## config.mk

```make
export PLATFORM = sky130hd
export DESIGN_NAME = sine_dds_sched
export DESIGN_NICKNAME = d
export VERILOG_FILES = /design/src/rtl/sine_pkg.sv /design/src/rtl/phase_acc.sv /design/src/rtl/sine_dds_sched.sv
export SDC_FILE = /design/constraint.sdc
export NUM_CORES = 1
export LEC_CHECK = 0
export BUFFER_PORTS_ARGS = -buffer_cell sky130_fd_sc_hd__buf_2
export CORE_UTILIZATION = 28
export DETAILED_ROUTE_END_ITERATION = 10
export GPL_TIMING_DRIVEN = 1
export HOLD_SLACK_MARGIN = 0.06
export SYNTH_ARGS = -nofsm -noshare
export SYNTH_HDL_FRONTEND = slang
export SYNTH_SLANG_ARGS = --single-unit
```

## constraint.sdc

```tcl
create_clock -name Clk -period 6.44 [get_ports Clk]
set_input_delay 0.644 -clock Clk [delete_from_list [all_inputs] [get_ports Clk]]
set_output_delay 0.644 -clock Clk [all_outputs]
set_load 0.01 [all_outputs]
```

## src/rtl/sine_pkg.sv

```systemverilog
// rtl/sine_pkg.sv - shared constants and state type for the two-channel sine DDS scheduler
//
// Purpose: widths, ROM geometry and the scheduler state encoding shared by
// sine_dds_sched and phase_acc.
// Ports: none (package).

package sine_pkg;

  localparam int ROM_DEPTH = 256;
  localparam int ADDR_W    = 8;
  localparam int DATA_W    = 8;
  localparam int PHASE_W   = 16;

  // ROM[0] of the sine table; also the output level of a zero-phase channel.
  localparam logic [DATA_W-1:0] MIDSCALE = 8'd128;

  // IDLE waits for a tick; ADDR0/ADDR1 issue the two ROM reads; CAP1 takes
  // the second sample and advances both accumulators.
  typedef enum logic [1:0] {
    IDLE  = 2'd0,
    ADDR0 = 2'd1,
    ADDR1 = 2'd2,
    CAP1  = 2'd3
  } state_t;

endpackage

```

## src/rtl/phase_acc.sv

```systemverilog
// rtl/phase_acc.sv - modulo-2^W phase accumulator with synchronous clear and update enable
//
// Purpose: holds one DDS channel's phase and adds its frequency-control word
// when told to.
// Ports:
//   Clk  in   clock, rising edge
//   clr  in   synchronous clear (dominates upd)
//   upd  in   add fcw to the accumulator this edge
//   fcw  in   frequency-control word, sampled only on an update edge
//   acc  out  current phase

module phase_acc
  import sine_pkg::*;
#(
  parameter int W = PHASE_W
) (
  input  logic         Clk,
  input  logic         clr,
  input  logic         upd,
  input  logic [W-1:0] fcw,
  output logic [W-1:0] acc
);

  // Natural W-bit overflow gives the wrap modulo 2^W.
  always_ff @(posedge Clk) begin
    if (clr) begin
      acc <= '0;
    end else if (upd) begin
      acc <= acc + fcw;
    end
  end

endmodule

```

## src/rtl/sine_dds_sched.sv

```systemverilog
// rtl/sine_dds_sched.sv - two-channel DDS scheduler time-sharing one synchronous sine ROM
//
// Purpose: on each accepted tick, reads the external ROM for channel 0 then
// channel 1, latches both samples with one-cycle valid strobes, then advances
// both phase accumulators.
// Ports:
//   Clk        in   sole clock, rising edge
//   Rst        in   synchronous active-high reset
//   en         in   allows a tick in IDLE to start a sequence
//   tick       in   one-cycle sample request
//   fcw0/fcw1  in   per-channel frequency-control words
//   rom_addr   out  registered ROM address (top ADDR_W bits of the phase)
//   rom_en     out  registered ROM read enable
//   rom_data   in   ROM output, one cycle after rom_addr/rom_en
//   data0/1    out  held channel samples
//   valid0/1   out  one-cycle strobe when the matching sample updates
//   busy       out  a read sequence is in progress
//   overrun    out  sticky: a tick arrived while busy (cleared only by Rst)

module sine_dds_sched
  import sine_pkg::*;
#(
  parameter int PHASE_W_P = PHASE_W,
  parameter int ADDR_W_P  = ADDR_W,
  parameter int DATA_W_P  = DATA_W
) (
  input  logic                 Clk,
  input  logic                 Rst,
  input  logic                 en,
  input  logic                 tick,
  input  logic [PHASE_W_P-1:0] fcw0,
  input  logic [PHASE_W_P-1:0] fcw1,
  output logic [ADDR_W_P-1:0]  rom_addr,
  output logic                 rom_en,
  input  logic [DATA_W_P-1:0]  rom_data,
  output logic [DATA_W_P-1:0]  data0,
  output logic [DATA_W_P-1:0]  data1,
  output logic                 valid0,
  output logic                 valid1,
  output logic                 busy,
  output logic                 overrun
);

  state_t               state;
  logic [PHASE_W_P-1:0] acc0;
  logic [PHASE_W_P-1:0] acc1;
  logic                 acc_upd;

  // Accumulators advance on the edge that leaves CAP1, so a new fcw only
  // takes effect for the following sequence.
  assign acc_upd = (state == CAP1);

  phase_acc #(.W(PHASE_W_P)) u_acc0 (
    .Clk (Clk),
    .clr (Rst),
    .upd (acc_upd),
    .fcw (fcw0),
    .acc (acc0)
  );

  phase_acc #(.W(PHASE_W_P)) u_acc1 (
    .Clk (Clk),
    .clr (Rst),
    .upd (acc_upd),
    .fcw (fcw1),
    .acc (acc1)
  );

  always_ff @(posedge Clk) begin
    if (Rst) begin
      state    <= IDLE;
      rom_addr <= '0;
      rom_en   <= 1'b0;
      data0    <= '0;
      data1    <= '0;
      valid0   <= 1'b0;
      valid1   <= 1'b0;
      busy     <= 1'b0;
      overrun  <= 1'b0;
    end else begin
      valid0 <= 1'b0;
      valid1 <= 1'b0;

      // Ticks outside IDLE are dropped, but remembered as an overrun
      // regardless of en.
      if (tick && (state != IDLE)) begin
        overrun <= 1'b1;
      end

      case (state)
        IDLE: begin
          if (tick && en) begin
            state    <= ADDR0;
            rom_addr <= acc0[PHASE_W_P-1 -: ADDR_W_P];
            rom_en   <= 1'b1;
            busy     <= 1'b1;
          end
        end
        ADDR0: begin
          // Channel 0 read is in flight inside the ROM; queue channel 1.
          state    <= ADDR1;
          rom_addr <= acc1[PHASE_W_P-1 -: ADDR_W_P];
          rom_en   <= 1'b1;
        end
        ADDR1: begin
          state  <= CAP1;
          data0  <= rom_data;
          valid0 <= 1'b1;
          rom_en <= 1'b0;
        end
        CAP1: begin
          state  <= IDLE;
          data1  <= rom_data;
          valid1 <= 1'b1;
          busy   <= 1'b0;
        end
        default: begin
          state <= IDLE;
        end
      endcase
    end
  end

endmodule

```

==> run metrics <==
WL/cell=13.0 um; Arr. time, crit path=2.85 ns; CTS tree=yes; CP Max Fanout=3; minimum clock period=2.66 ns; cells after synthesis=411; synth warn=0; full die area=13600 um2; routed vias/inst=4.79; Final Max Slew Viols=0; Post-CTS Resized=0; most common cell after layout, fill and taps aside=buf_2; final wirelength=8500 um; Hold Vio Cnt, Final=0; pin count of the biggest net entering global routing=66; peak supply drop=0.102 mV; DIE WIDTH=116 um; Worst setup EP type=register; antenna-violating nets left=0; I/O pin cnt=73; setup TNS=0 ns; port buffer count=72; grt met2 use=20.5%; routed vias=3127; post-synthesis cell type count=46; total grt overflow=0; DR pass1 iterations=4; PD cells=295 nW/um2; Worst-path clk slew=0.05 ns; DRC viols=0; initial antenna violation count=0; Synth Register Bits=63; share of layout cells above drive strength 1=19.1%; Core ar.=12700 um2; post-CTS setup buffers=0; WS Path Type=in -> reg; vias in the first global route=2960; DPL Wire Length=6310 um; CTS buffer count=9; post-synthesis sequential area ratio=34.4%; Tcrit/Tclk final=41.2%; required time of the worst setup path=6.64 ns; outcome=completed; Setup WS pre-CTS=3.48 ns; Setup WS post-layout=3.78 ns; Clock Sinks=63; hold_buf cts=0; number of diodes=0; H-Tree Depth=3; clock skew=0.00526 ns; Max Freq=0.377 GHz; GR Util met1=17.7%; root buffer cell=clkbuf_16; # Max-Cap Violations=0; gr usage total=13.4%; worst hold path type=reg -> reg; Slew headroom=39.4%; RSZ-0062 raised after global routing=false; final-stage net count=557; CTS max path bufs=2; CP Launch Type=primary input; number of cell rows=41; routability cong.=0.828; GR met3 Demand/Resource=3.63%; starting density of the core=28.8%; Setup Viol. Count Final=0; commonest cells after routing, fill and taps aside=buf_2 (72), dfxtp_1 (63), nor2_1 (57); Mapped Avg Cell Area=8.93 um2; Mapped Nets=491; first-pass GRT wire length=14000 um; Slew @ Worst Pin=0.905 ns; Post-Syn Area=3670 um2; Lkg Pwr=1.90 nW; P&R area growth vs syn=21.5%; Starting DRT DRC Count=139; Die H=116 um; Worst-Skew Late Latency=0.33 ns; Most Crowded Layer GR=met2
[layout make-up]
class	count	area [um2]
clock buffer	15	278
multi-input combinational	322	2300
inverter	7	26.3
sequential	63	1260
timing repair buffer	74	375
fill	1365	8260
tap	172	215
[path summary, 6_finish.rpt]
check                 from             end  slack (ns)  cells after the start
max                fcw1[0]  u_acc1.acc[14]        3.78                     10
min                 rom_en          rom_en        0.47                      2
max reg2reg  u_acc1.acc[0]  u_acc1.acc[14]        3.90                      9
min reg2reg         rom_en          rom_en        0.47                      2
[through the flow]
stage,cells,hold slack (ns),power (mW),instance area (um2),utilization (%)
after floorplan,411,0.442,0.765,3670,-
after global placement,638,0.447,0.860,4180,32.9
after detailed placement,638,0.467,0.873,4180,32.9
after CTS,653,0.474,1.34,4460,35.1
after global routing,653,0.503,1.41,4460,35.1
final,653,0.471,1.32,4460,35.1
[synth_stat cells (all sizes together)]
| library cell | count | area, um2 |
|---|---|---|
| nand2b | 10 | 62.6 |
| a211oi | 16 | 125 |
| nand4 | 6 | 37.5 |
| nor3 | 1 | 5.00 |
| o21ba | 1 | 10.0 |
| nor2b | 1 | 6.26 |
| a21o | 10 | 75.1 |
| xor2 | 5 | 43.8 |
| xnor2 | 17 | 149 |
| and4 | 1 | 8.76 |
| a221o | 1 | 10.0 |
| dfxtp | 63 | 1260 |
| a31o | 1 | 8.76 |
| o31ai | 4 | 35.0 |
| nor3b | 4 | 30.0 |
| nor4bb | 1 | 10.0 |
| o31a | 1 | 8.76 |
| o21bai | 5 | 37.5 |
| buf | 8 | 40.0 |
| and2 | 1 | 6.26 |
| inv | 7 | 26.3 |
| a31oi | 2 | 12.5 |
| o21a | 2 | 15.0 |
| o22ai | 6 | 37.5 |
| a21oi | 31 | 166 |
| or4 | 3 | 22.5 |
| nand3 | 7 | 35.0 |
| nor4 | 1 | 6.26 |
| a41oi | 2 | 17.5 |
| clkbuf | 11 | 41.3 |
| ha | 34 | 425 |
| nand4b | 1 | 8.76 |
| or4b | 1 | 10.0 |
| or3 | 3 | 18.8 |
| o311ai | 1 | 8.76 |
| mux2i | 41 | 410 |
| o21ai | 20 | 100 |
| fa | 2 | 40.0 |
| nand2 | 22 | 82.6 |
| nor2 | 57 | 214 |
[power by group]
| group | internal, mW | switching (mW) |
|---|---|---|
| Combinational | 0.167 | 0.217 |
| Sequential | 0.445 | 0.0307 |
| Clock | 0.290 | 0.167 |
| Total | 0.902 | 0.415 |
[critical path, stage by stage]
cell      delay (ns)
buf_2           0.10
ha_1            0.21
fa_1            0.42
a21o_1          0.24
a211oi_1        0.27
nor2_1          0.16
a221o_1         0.36
o31ai_2         0.21
xor2_1          0.16
o21ai_1         0.07
[logic make-up (layout without fill, tap and decap cells)]
family | after synthesis | after routing | share of synthesized area, %
AOI/OAI and AO/OA | 103 | 103 | 18.2
xor gates and xnor gates | 22 | 22 | 5.25
adders and majority gates | 36 | 36 | 12.7
buffers and inverters | 26 | 96 | 2.93
DFF | 63 | 63 | 34.4
muxes | 41 | 41 | 11.2
and+or+nand+nor | 120 | 120 | 15.4
[routing by layer]
layer  vias to the layer above  wire [um]
met2                        59       3790
met5                         -          0
met1                      1438       4090
met3                        10        500
li1                       1620          -
met4                         0        125
[sequential cells by signal, indices dropped and copies added, names as in the netlist]
| name | count |
|---|---|
| u_acc0.acc | 16 |
| u_acc1.acc | 16 |
| data0 | 8 |
| data1 | 8 |
| rom_addr | 8 |
| state | 2 |
| busy | 1 |
| overrun | 1 |
| rom_en | 1 |
| valid0 | 1 |
| valid1 | 1 |
(Power assumes the default switching activity.)
